### config.mk
export PLATFORM = sky130hd
export DESIGN_NAME = plcpu_mem_arbiter_flat
export DESIGN_NICKNAME = d
export VERILOG_FILES = /design/src/rtl/plcpu_mem_arbiter_if.sv /design/src/rtl/plcpu_mem_arbiter.sv /design/src/flat_wrapper.sv
export SDC_FILE = /design/constraint.sdc
export NUM_CORES = 1
export LEC_CHECK = 0
export CAP_MARGIN = 15
export CORE_MARGIN = 2
export CORE_UTILIZATION = 43
export CTS_BUF_LIST = sky130_fd_sc_hd__clkbuf_8 sky130_fd_sc_hd__clkbuf_16
export DETAILED_ROUTE_END_ITERATION = 8
export PLACE_DENSITY = 0.87
export SLEW_MARGIN = 20
export SYNTH_ARGS = -nofsm -noshare
export SYNTH_HDL_FRONTEND = slang
export SYNTH_SLANG_ARGS = --single-unit
### constraint.sdc
create_clock -name clk -period 7.65 [get_ports clk]
set_input_delay 1.53 -clock clk [delete_from_list [all_inputs] [get_ports clk]]
set_output_delay 1.53 -clock clk [all_outputs]
set_load 0.01 [all_outputs]
### src/rtl/plcpu_mem_arbiter_if.sv
// plcpu_mem_arbiter_if
//   Bundles the three requester ports (fetch, data, debug), the response and
//   stall outputs, and the memory macro port of the unified-memory arbiter.
//   Modports:
//     slave  - arbiter view: requests and mem_rdata in; acks, rdata, stalls,
//              busy and mem_* strobes out.
//     master - environment view (core, loader, memory): the mirror image.
interface plcpu_mem_arbiter_if #(
    parameter int AW = 32,
    parameter int DW = 32
);
    // Fetch port
    logic            if_req;
    logic [AW-1:0]   if_addr;
    logic            if_ack;
    // Data port
    logic            dm_req;
    logic            dm_we;
    logic [DW/8-1:0] dm_wmask;
    logic [AW-1:0]   dm_addr;
    logic [DW-1:0]   dm_wdata;
    logic            dm_ack;
    // Debug / loader port
    logic            dbg_req;
    logic            dbg_we;
    logic [AW-1:0]   dbg_addr;
    logic [DW-1:0]   dbg_wdata;
    logic            dbg_ack;
    // Shared response and pipeline status
    logic [DW-1:0]   rdata;
    logic            if_stall;
    logic            dm_stall;
    logic            busy;
    // Memory macro port
    logic            mem_ce;
    logic            mem_we;
    logic [DW/8-1:0] mem_wmask;
    logic [AW-1:0]   mem_addr;
    logic [DW-1:0]   mem_wdata;
    logic [DW-1:0]   mem_rdata;

    modport slave (
        input  if_req, if_addr,
        input  dm_req, dm_we, dm_wmask, dm_addr, dm_wdata,
        input  dbg_req, dbg_we, dbg_addr, dbg_wdata,
        input  mem_rdata,
        output if_ack, dm_ack, dbg_ack, rdata, if_stall, dm_stall, busy,
        output mem_ce, mem_we, mem_wmask, mem_addr, mem_wdata
    );

    modport master (
        output if_req, if_addr,
        output dm_req, dm_we, dm_wmask, dm_addr, dm_wdata,
        output dbg_req, dbg_we, dbg_addr, dbg_wdata,
        output mem_rdata,
        input  if_ack, dm_ack, dbg_ack, rdata, if_stall, dm_stall, busy,
        input  mem_ce, mem_we, mem_wmask, mem_addr, mem_wdata
    );
endinterface

### src/rtl/plcpu_mem_arbiter.sv
// plcpu_mem_arbiter
//   Arbitrates a single-ported unified memory between instruction fetch, data
//   access and a debug/loader port. One transaction at a time:
//   IDLE (grant) -> ISSUE (mem_ce) -> WAIT (MEM_LAT cycles) -> RESP (ack).
//   Debug always wins; otherwise data beats fetch unless fetch has been passed
//   over STARVE_MAX times in a row.
// Ports:
//   clk  - system clock, rising edge
//   rstn - asynchronous reset, active-high (legacy name)
//   bus  - requester, status and memory signals (plcpu_mem_arbiter_if.slave)
module plcpu_mem_arbiter #(
    parameter int AW         = 32,
    parameter int DW         = 32,
    parameter int MEM_LAT    = 1,
    parameter int STARVE_MAX = 4
) (
    input  logic                 clk,
    input  logic                 rstn,
    plcpu_mem_arbiter_if.slave   bus
);
    localparam int MW = DW / 8;

    localparam logic [1:0] IDLE  = 2'd0;
    localparam logic [1:0] ISSUE = 2'd1;
    localparam logic [1:0] WAIT  = 2'd2;
    localparam logic [1:0] RESP  = 2'd3;

    localparam logic [1:0] ID_NONE = 2'd0;
    localparam logic [1:0] ID_IF   = 2'd1;
    localparam logic [1:0] ID_DM   = 2'd2;
    localparam logic [1:0] ID_DBG  = 2'd3;

    localparam logic [3:0] LAT    = 4'(MEM_LAT);
    localparam logic [3:0] STARVE = 4'(STARVE_MAX);

    logic [1:0]    state_q, state_d;
    logic [1:0]    grant_q;
    logic [1:0]    win;
    logic [3:0]    wait_q;
    logic [3:0]    starve_q;
    logic          mem_ce_q, mem_we_q;
    logic [MW-1:0] mem_wmask_q;
    logic [AW-1:0] mem_addr_q;
    logic [DW-1:0] mem_wdata_q;
    logic [DW-1:0] rdata_q;
    logic          if_ack_q, dm_ack_q, dbg_ack_q;

    // Fixed priority with a starvation override for fetch.
    always_comb begin
        win = ID_NONE;
        if (bus.dbg_req)                              win = ID_DBG;
        else if (bus.if_req && (starve_q == STARVE))  win = ID_IF;
        else if (bus.dm_req)                          win = ID_DM;
        else if (bus.if_req)                          win = ID_IF;
    end

    always_comb begin
        state_d = state_q;
        case (state_q)
            IDLE:    if (win != ID_NONE) state_d = ISSUE;
            ISSUE:   state_d = WAIT;
            WAIT:    if (wait_q == 4'd1) state_d = RESP;
            default: state_d = IDLE;
        endcase
    end

    always_ff @(posedge clk or posedge rstn) begin
        if (rstn) begin
            state_q     <= IDLE;
            grant_q     <= ID_NONE;
            wait_q      <= '0;
            starve_q    <= '0;
            mem_ce_q    <= 1'b0;
            mem_we_q    <= 1'b0;
            mem_wmask_q <= '0;
            mem_addr_q  <= '0;
            mem_wdata_q <= '0;
            rdata_q     <= '0;
            if_ack_q    <= 1'b0;
            dm_ack_q    <= 1'b0;
            dbg_ack_q   <= 1'b0;
        end else begin
            state_q   <= state_d;
            mem_ce_q  <= 1'b0;
            if_ack_q  <= 1'b0;
            dm_ack_q  <= 1'b0;
            dbg_ack_q <= 1'b0;
            case (state_q)
                IDLE: begin
                    if (win != ID_NONE) begin
                        grant_q  <= win;
                        mem_ce_q <= 1'b1;
                        unique case (win)
                            ID_DBG: begin
                                mem_we_q    <= bus.dbg_we;
                                mem_wmask_q <= '1;
                                mem_addr_q  <= bus.dbg_addr;
                                mem_wdata_q <= bus.dbg_wdata;
                            end
                            ID_DM: begin
                                mem_we_q    <= bus.dm_we;
                                mem_wmask_q <= bus.dm_wmask;
                                mem_addr_q  <= bus.dm_addr;
                                mem_wdata_q <= bus.dm_wdata;
                            end
                            ID_IF: begin
                                mem_we_q    <= 1'b0;
                                mem_wmask_q <= '0;
                                mem_addr_q  <= bus.if_addr;
                                mem_wdata_q <= '0;
                            end
                            default: ;
                        endcase
                    end
                    // if_req high implies some grant, so the else-branch is a
                    // dm/dbg grant that passed over a pending fetch.
                    if (!bus.if_req || (win == ID_IF)) begin
                        starve_q <= '0;
                    end else if (starve_q != STARVE) begin
                        starve_q <= starve_q + 4'd1;
                    end
                end
                ISSUE: wait_q <= LAT;
                WAIT: begin
                    wait_q <= wait_q - 4'd1;
                    if (wait_q == 4'd1) begin
                        rdata_q   <= mem_we_q ? '0 : bus.mem_rdata;
                        if_ack_q  <= (grant_q == ID_IF);
                        dm_ack_q  <= (grant_q == ID_DM);
                        dbg_ack_q <= (grant_q == ID_DBG);
                    end
                end
                default: begin
                    // RESP: drop the bus back to an all-zero idle image.
                    grant_q     <= ID_NONE;
                    mem_we_q    <= 1'b0;
                    mem_wmask_q <= '0;
                    mem_addr_q  <= '0;
                    mem_wdata_q <= '0;
                    rdata_q     <= '0;
                end
            endcase
        end
    end

    assign bus.mem_ce    = mem_ce_q;
    assign bus.mem_we    = mem_we_q;
    assign bus.mem_wmask = mem_wmask_q;
    assign bus.mem_addr  = mem_addr_q;
    assign bus.mem_wdata = mem_wdata_q;
    assign bus.rdata     = rdata_q;
    assign bus.if_ack    = if_ack_q;
    assign bus.dm_ack    = dm_ack_q;
    assign bus.dbg_ack   = dbg_ack_q;
    assign bus.if_stall  = bus.if_req & ~if_ack_q;
    assign bus.dm_stall  = bus.dm_req & ~dm_ack_q;
    assign bus.busy      = (state_q != IDLE);

endmodule
### src/flat_wrapper.sv
// flat-port wrapper written by rule: the top's interface ports become plain ports
module plcpu_mem_arbiter_flat 
#(
    parameter int AW         = 32,
    parameter int DW         = 32,
    parameter int MEM_LAT    = 1,
    parameter int STARVE_MAX = 4
)
  (clk, rstn, bus_if_req, bus_if_addr, bus_dm_req, bus_dm_we, bus_dm_wmask, bus_dm_addr, bus_dm_wdata, bus_dbg_req, bus_dbg_we, bus_dbg_addr, bus_dbg_wdata, bus_mem_rdata, bus_if_ack, bus_dm_ack, bus_dbg_ack, bus_rdata, bus_if_stall, bus_dm_stall, bus_busy, bus_mem_ce, bus_mem_we, bus_mem_wmask, bus_mem_addr, bus_mem_wdata);
  plcpu_mem_arbiter_if #(.AW(AW), .DW(DW)) bus_i ();
  input  logic clk;
  input  logic rstn;
  input wire logic [$bits(bus_i.if_req)-1:0] bus_if_req;
  input wire logic [$bits(bus_i.if_addr)-1:0] bus_if_addr;
  input wire logic [$bits(bus_i.dm_req)-1:0] bus_dm_req;
  input wire logic [$bits(bus_i.dm_we)-1:0] bus_dm_we;
  input wire logic [$bits(bus_i.dm_wmask)-1:0] bus_dm_wmask;
  input wire logic [$bits(bus_i.dm_addr)-1:0] bus_dm_addr;
  input wire logic [$bits(bus_i.dm_wdata)-1:0] bus_dm_wdata;
  input wire logic [$bits(bus_i.dbg_req)-1:0] bus_dbg_req;
  input wire logic [$bits(bus_i.dbg_we)-1:0] bus_dbg_we;
  input wire logic [$bits(bus_i.dbg_addr)-1:0] bus_dbg_addr;
  input wire logic [$bits(bus_i.dbg_wdata)-1:0] bus_dbg_wdata;
  input wire logic [$bits(bus_i.mem_rdata)-1:0] bus_mem_rdata;
  output wire logic [$bits(bus_i.if_ack)-1:0] bus_if_ack;
  output wire logic [$bits(bus_i.dm_ack)-1:0] bus_dm_ack;
  output wire logic [$bits(bus_i.dbg_ack)-1:0] bus_dbg_ack;
  output wire logic [$bits(bus_i.rdata)-1:0] bus_rdata;
  output wire logic [$bits(bus_i.if_stall)-1:0] bus_if_stall;
  output wire logic [$bits(bus_i.dm_stall)-1:0] bus_dm_stall;
  output wire logic [$bits(bus_i.busy)-1:0] bus_busy;
  output wire logic [$bits(bus_i.mem_ce)-1:0] bus_mem_ce;
  output wire logic [$bits(bus_i.mem_we)-1:0] bus_mem_we;
  output wire logic [$bits(bus_i.mem_wmask)-1:0] bus_mem_wmask;
  output wire logic [$bits(bus_i.mem_addr)-1:0] bus_mem_addr;
  output wire logic [$bits(bus_i.mem_wdata)-1:0] bus_mem_wdata;
  assign bus_i.if_req = bus_if_req;
  assign bus_i.if_addr = bus_if_addr;
  assign bus_i.dm_req = bus_dm_req;
  assign bus_i.dm_we = bus_dm_we;
  assign bus_i.dm_wmask = bus_dm_wmask;
  assign bus_i.dm_addr = bus_dm_addr;
  assign bus_i.dm_wdata = bus_dm_wdata;
  assign bus_i.dbg_req = bus_dbg_req;
  assign bus_i.dbg_we = bus_dbg_we;
  assign bus_i.dbg_addr = bus_dbg_addr;
  assign bus_i.dbg_wdata = bus_dbg_wdata;
  assign bus_i.mem_rdata = bus_mem_rdata;
  assign bus_if_ack = bus_i.if_ack;
  assign bus_dm_ack = bus_i.dm_ack;
  assign bus_dbg_ack = bus_i.dbg_ack;
  assign bus_rdata = bus_i.rdata;
  assign bus_if_stall = bus_i.if_stall;
  assign bus_dm_stall = bus_i.dm_stall;
  assign bus_busy = bus_i.busy;
  assign bus_mem_ce = bus_i.mem_ce;
  assign bus_mem_we = bus_i.mem_we;
  assign bus_mem_wmask = bus_i.mem_wmask;
  assign bus_mem_addr = bus_i.mem_addr;
  assign bus_mem_wdata = bus_i.mem_wdata;
  plcpu_mem_arbiter #(.AW(AW), .DW(DW), .MEM_LAT(MEM_LAT), .STARVE_MAX(STARVE_MAX)) u_core (.clk(clk), .rstn(rstn), .bus(bus_i));
endmodule
# After elaboration in Yosys (flattened, before gate mapping)
# Index checks and enable logic that the tools add are counted.
[classes]
addsub = 2
n_eq_ne = 14
n_mux = 35
bitwise = 6
reduce_logical = 15
[op_table]
columns = ["cell", "count"]
rows = [
  ["one-hot mux 32 bit (2 select lines)", 3],
  ["one-hot mux 32 bit (3 select lines)", 2],
  ["2-to-1 mux 32 bit", 4],
  ["one-hot mux 4 bit (2 select lines)", 2],
  ["2-to-1 mux 2 bit", 6],
  ["2-to-1 mux 4 bit", 3],
  ["one-hot mux 4 bit (3 select lines)", 1],
  ["== test 2 bit, second input constant", 5],
  ["2-to-1 mux 1 bit", 10],
  ["inequality test 4 x 3 -> 1 bit, second input constant", 2],
  ["AND reduction 2 bit", 4],
  ["nonzero test 2 bit", 4],
  ["== test 2 x 1 -> 1 bit, second input constant", 3],
  ["one-hot mux 2 bit (3 select lines)", 1],
  ["adder 4 x 1 -> 4 bit, second input constant", 1],
  ["== test 4 x 1 -> 1 bit, second input constant", 1],
  ["== test 4 x 3 -> 1 bit, second input constant", 1],
  ["inequality test 2 x 1 -> 1 bit, second input constant", 2],
  ["NOT 1 bit", 4],
  ["one-hot mux 2 bit (2 select lines)", 1],
  ["OR reduction 2 bit", 2],
  ["subtractor 4 x 1 -> 4 bit, second input constant", 1],
  ["one-hot mux 1 bit (3 select lines)", 1],
  ["AND reduction 3 bit", 1],
  ["6 further kinds", 7],
]
[totals]
regBits = 117
input_bits = 203
word_cells = 85

# Depth between registers and ports, before layout
[logic_depth]
ltp_word = 8
ltp_mapped = 12

# Worst setup path before layout
# OpenSTA, ideal clock, no wires.
[synth_timing]
kind = "input port to flip-flop"
start = "in bus_dbg_req"
end = "reg u_core.mem_wmask_q[0] (netlist: u_core.bus.mem_wmask[0])"
arrival_ps = 3369
path_slack_ps = 4156
cell_stages = 8
path_cell_list = "inv_1 > a31oi_1 > inv_1 > ha_1 > or3_1 > a22oi_2 > buf_4 > mux2_2"
[synth_via]
elab_chain_cells = 5
[synth_lines]
columns = ["item", "line_no", "rtl"]
rows = [
  ["from (decl)", "flat_wrapper.sv:20", "input wire logic [$bits(bus_i.dbg_req)-1:0] bus_dbg_req;"],
  ["2-to-1 mux 2 bit (*)", "plcpu_mem_arbiter.sv:51", "if (bus.dbg_req) win = ID_DBG;"],
  ["== test 2 x 1 -> 1 bit / == test 2 bit (equally long branches)", "plcpu_mem_arbiter.sv:93", "unique case (win)"],
  ["one-hot mux 4 bit (3 select lines)", "plcpu_mem_arbiter.sv:93", ""],
  ["2-to-1 mux 4 bit", "plcpu_mem_arbiter.sv:90", "if (win != ID_NONE) begin"],
  ["one-hot mux 4 bit (2 select lines)", "plcpu_mem_arbiter.sv:88", "case (state_q)"],
  ["to (signal assigned)", "plcpu_mem_arbiter.sv:102", "mem_wmask_q <= bus.dm_wmask;"],
  ["to (decl)", "plcpu_mem_arbiter.sv:42", "logic [MW-1:0] mem_wmask_q;"],
]
# Every way passes the cells marked *; elsewhere a longest branch is shown, timed or not. The select of a mux whose other input is x is not followed.
# A chain may end at the register's enable or synchronous reset.

# Worst setup path in the final report
[layout_timing]
start = "in bus_if_req"
end = "reg u_core.mem_wmask_q[3] (netlist: u_core.bus.mem_wmask[3])"
[layout_via]
elab_chain_cells = 8
[layout_lines]
columns = ["item", "line_no", "rtl"]
rows = [
  ["from (decl)", "flat_wrapper.sv:13", "input wire logic [$bits(bus_i.if_req)-1:0] bus_if_req;"],
  ["2-to-1 mux 1 bit", "plcpu_mem_arbiter.sv:54", "else if (bus.if_req) win = ID_IF;"],
  ["2-to-1 mux 2 bit", "plcpu_mem_arbiter.sv:53", "else if (bus.dm_req) win = ID_DM;"],
  ["2-to-1 mux 2 bit (*)", "plcpu_mem_arbiter.sv:52", "else if (bus.if_req && (starve_q == STARVE)) win = ID_IF;"],
  ["2-to-1 mux 2 bit (*)", "plcpu_mem_arbiter.sv:51", ""],
  ["== test 2 x 1 -> 1 bit / == test 2 bit (equally long branches)", "plcpu_mem_arbiter.sv:93", ""],
  ["one-hot mux 4 bit (3 select lines)", "plcpu_mem_arbiter.sv:93", ""],
  ["2-to-1 mux 4 bit", "plcpu_mem_arbiter.sv:90", ""],
  ["one-hot mux 4 bit (2 select lines)", "plcpu_mem_arbiter.sv:88", ""],
]
# Marked as above.

==> metrics.txt <==
H-tree levels=4; CP Launch Type=input pin; combinational share of power=46.6%; Max transition margin=39.5%; Routed WL=19.4 mm; fin. max-slew vios=0; Final Cycle Share=58.5%; syn_area_per_cell=10.3 sq um; cts hold-fix bufs=0; CTS tree=yes; Die Width=120 um; Final Hold Fails=0; Overall Global Routing Usage=26.6%; # clock sinks=117; P_sw=0.00120 W; Sequential Power Share=28.6%; Initial Utilization=43.8%; Die ar.=0.0143 sq mm; top sig layer=met4; syn nets=773; # port buffers=310; CP Capture Type=flip-flop; cells after synthesis=557; R2R cell count=11; Nets=1,061; Worst-path clk slew=0.05 ns; WP data required=7.94 ns; Pint=0.00212 W; Worst Path Class, Setup=input pin to flip-flop; vias in the first global route=5,698; Ports=311; Remaining Overflow, GRT=0; CP Data Arrival Time=4.76 ns; Clock power frac=24.8%; largest net degree at the start of global routing=100; Synth Register Bits=117; Fill cells=889; Finish-stage setup viols=0; antenna viol nets, final=0; number of library cell types mapped by synthesis=39; RD Place Congestion=0.836; Iteration-0 DRC Markers=341; vias=5,556; core area=0.0131 sq mm; post-CTS sizing=0; CTS root buf=clkbuf_16; Max Cap Viol=0; ys async rst share=100%; sequential fraction of the synthesis area=50.9%; initial antenna violation count=0; first-pass GRT wire length=29.5 mm; largest area contributor in the netlist=dfrtp_1; Longest Clk Path Bufs=2; hold depth=1; Worst Max-Slew Pin Slew=0.907 ns; setup TNS=0 ns; sw frac=36.1%; outcome=completed; Area Overhead vs Synth=66.0%; ANT cells=0; WL/cell=18.7 um; share of the synthesized area in the top cell type=50.9%; top-count cell post-synth=dfrtp_1; Hold WC Path Type=flip-flop to flip-flop; Synth Flop Type=dfrtp_1; Post-route DRC=0; row cnt=42; P_leak=4.10 nW; P per Cell Area=348 mW/mm^2; share of cells above drive strength 1=6.06%; clk_lat worst skew=0.41 ns; Area contributors post-synth=dfrtp_1 51%, a22oi_1 8.3%, mux2i_1 5.9%; Final HPWL DP=14.2 mm; Die Span Y=120 um; M1 WL=7.47 mm; Post-CTS Setup Bufs=0; Warnings, synthesis=0; Num CTS Buffers=17; Peak VDD IR=296 uV; metal3 WL=1.56 mm; unrepaired setup endpoints after global routing=false; Layout Skew=0.00979 ns; Commonest cells post-synth=117 x dfrtp_1, 74 x nand2_1, 64 x a22oi_1; Vias/cell=5.37; Tot Pwr=0.00332 W; post-layout minimum cycle time=4.48 ns; CP max FO=40; EDFF count, synth=0; WL met2=9.93 mm; mapped cell area=0.00576 sq mm; achievable clock frequency=223 MHz; DRT Pass-1 Iters=5
==> path summary, 6_finish.rpt <==
check,from,end,slack (ns)
min,u_core.grant_q[1],u_core.bus.if_ack,0.45
max,bus_if_req,u_core.bus.mem_wmask[3],3.17
max in group asynchronous,rstn,u_core.bus.mem_addr[25],4.77
min in group asynchronous,rstn,u_core.bus.mem_addr[5],1.58
max reg2reg,u_core.starve_q[0],u_core.bus.mem_wmask[3],4.02
min reg2reg,u_core.grant_q[1],u_core.bus.if_ack,0.45
==> power by group through the flow <==
stage | clock network (W) | registers [W] | logic [W]
floorplan | 0 | 0.00101 | 0.000828
global placement | 0 | 0.000944 | 0.00146
detailed placement | 0 | 0.000947 | 0.00153
CTS | 0.000833 | 0.000947 | 0.00153
global route | 0.000865 | 0.000971 | 0.00166
finish | 0.000822 | 0.000949 | 0.00155
==> layer usage <==
layer  GRT usage (%)  up-vias
li1                -     2569
met1            31.2     2691
met2            46.4      270
met3            7.79       26
met4            9.63        0
met5               0        -
==> final cells by class <==
type	count	area (sq um)	area share, %
inverter	46	175	1.83
tap	176	220	2.31
multi-input combinational	347	2450	25.7
sequential	117	2930	30.6
clock inverter	10	128	1.34
clock buffer	22	494	5.17
timing repair buffer	316	3160	33.0
==> cell families after synthesis <==
logic type	count (synthesis)	share of synthesized area [%]
flops	117	50.9
fa+ha+maj	13	2.83
mux	39	6.89
simple gates	107	8.20
compound gates	188	24.1
buf+inv	93	7.11
==> stage by stage <==
step | hold slack [ns] | cell area [sq um] | cells | worst slack [ns] | utilization [%]
3_3_place_gp | 0.437 | 8900 | 1001 | 2.49 | 67.7
2_1_floorplan | 0.421 | 5760 | 557 | 3.02 | -
3_5_place_dp | 0.448 | 8910 | 1001 | 2.38 | 67.8
6_report | 0.446 | 9550 | 1034 | 3.17 | 72.7
4_1_cts | 0.446 | 9530 | 1033 | 2.80 | 72.5
5_1_grt | 0.477 | 9550 | 1034 | 2.99 | 72.7
==> cell usage in the layout (no fill, tap or decap), drive strengths merged, types with 2 or more instances in the layout <==
cell type	Yosys	layout
nor2	7	7
a22o	34	34
ha	13	13
dfrtp	117	117
buf	19	6
a21oi	9	9
o2bb2ai	32	32
nor2b	7	7
mux2	5	5
inv	46	48
clkbuf	28	22
o21ai	40	40
nand3	5	5
o31ai	2	2
clkinvlp	0	2
a22oi	65	65
nand2	74	74
or3	2	2
clkdlybuf4s50	0	310
bufinv	0	3
clkinv	0	3
nor3	2	2
mux2i	34	34
==> sequential cells by signal (all words and copies together) (netlist names), 2 cells and up <==
register and cells:
u_core.bus.mem_wdata 32, u_core.grant_q 2, u_core.state_q 2, u_core.starve_q 4
u_core.bus.rdata 32, u_core.bus.mem_wmask 4, u_core.bus.mem_addr 32, u_core.wait_q 4
==> worst max-delay path, stage by stage <==
cell and delay (ns):
clkdlybuf4s50_1 0.50, nand4b_1 0.10, a21oi_1 0.37, inv_1 0.16, ha_4 0.33, or3_1 0.48, a22oi_2 0.42, buf_8 0.23
buf_4 0.27, mux2_2 0.36
No activity file was read; power rests on OpenSTA's default activity.
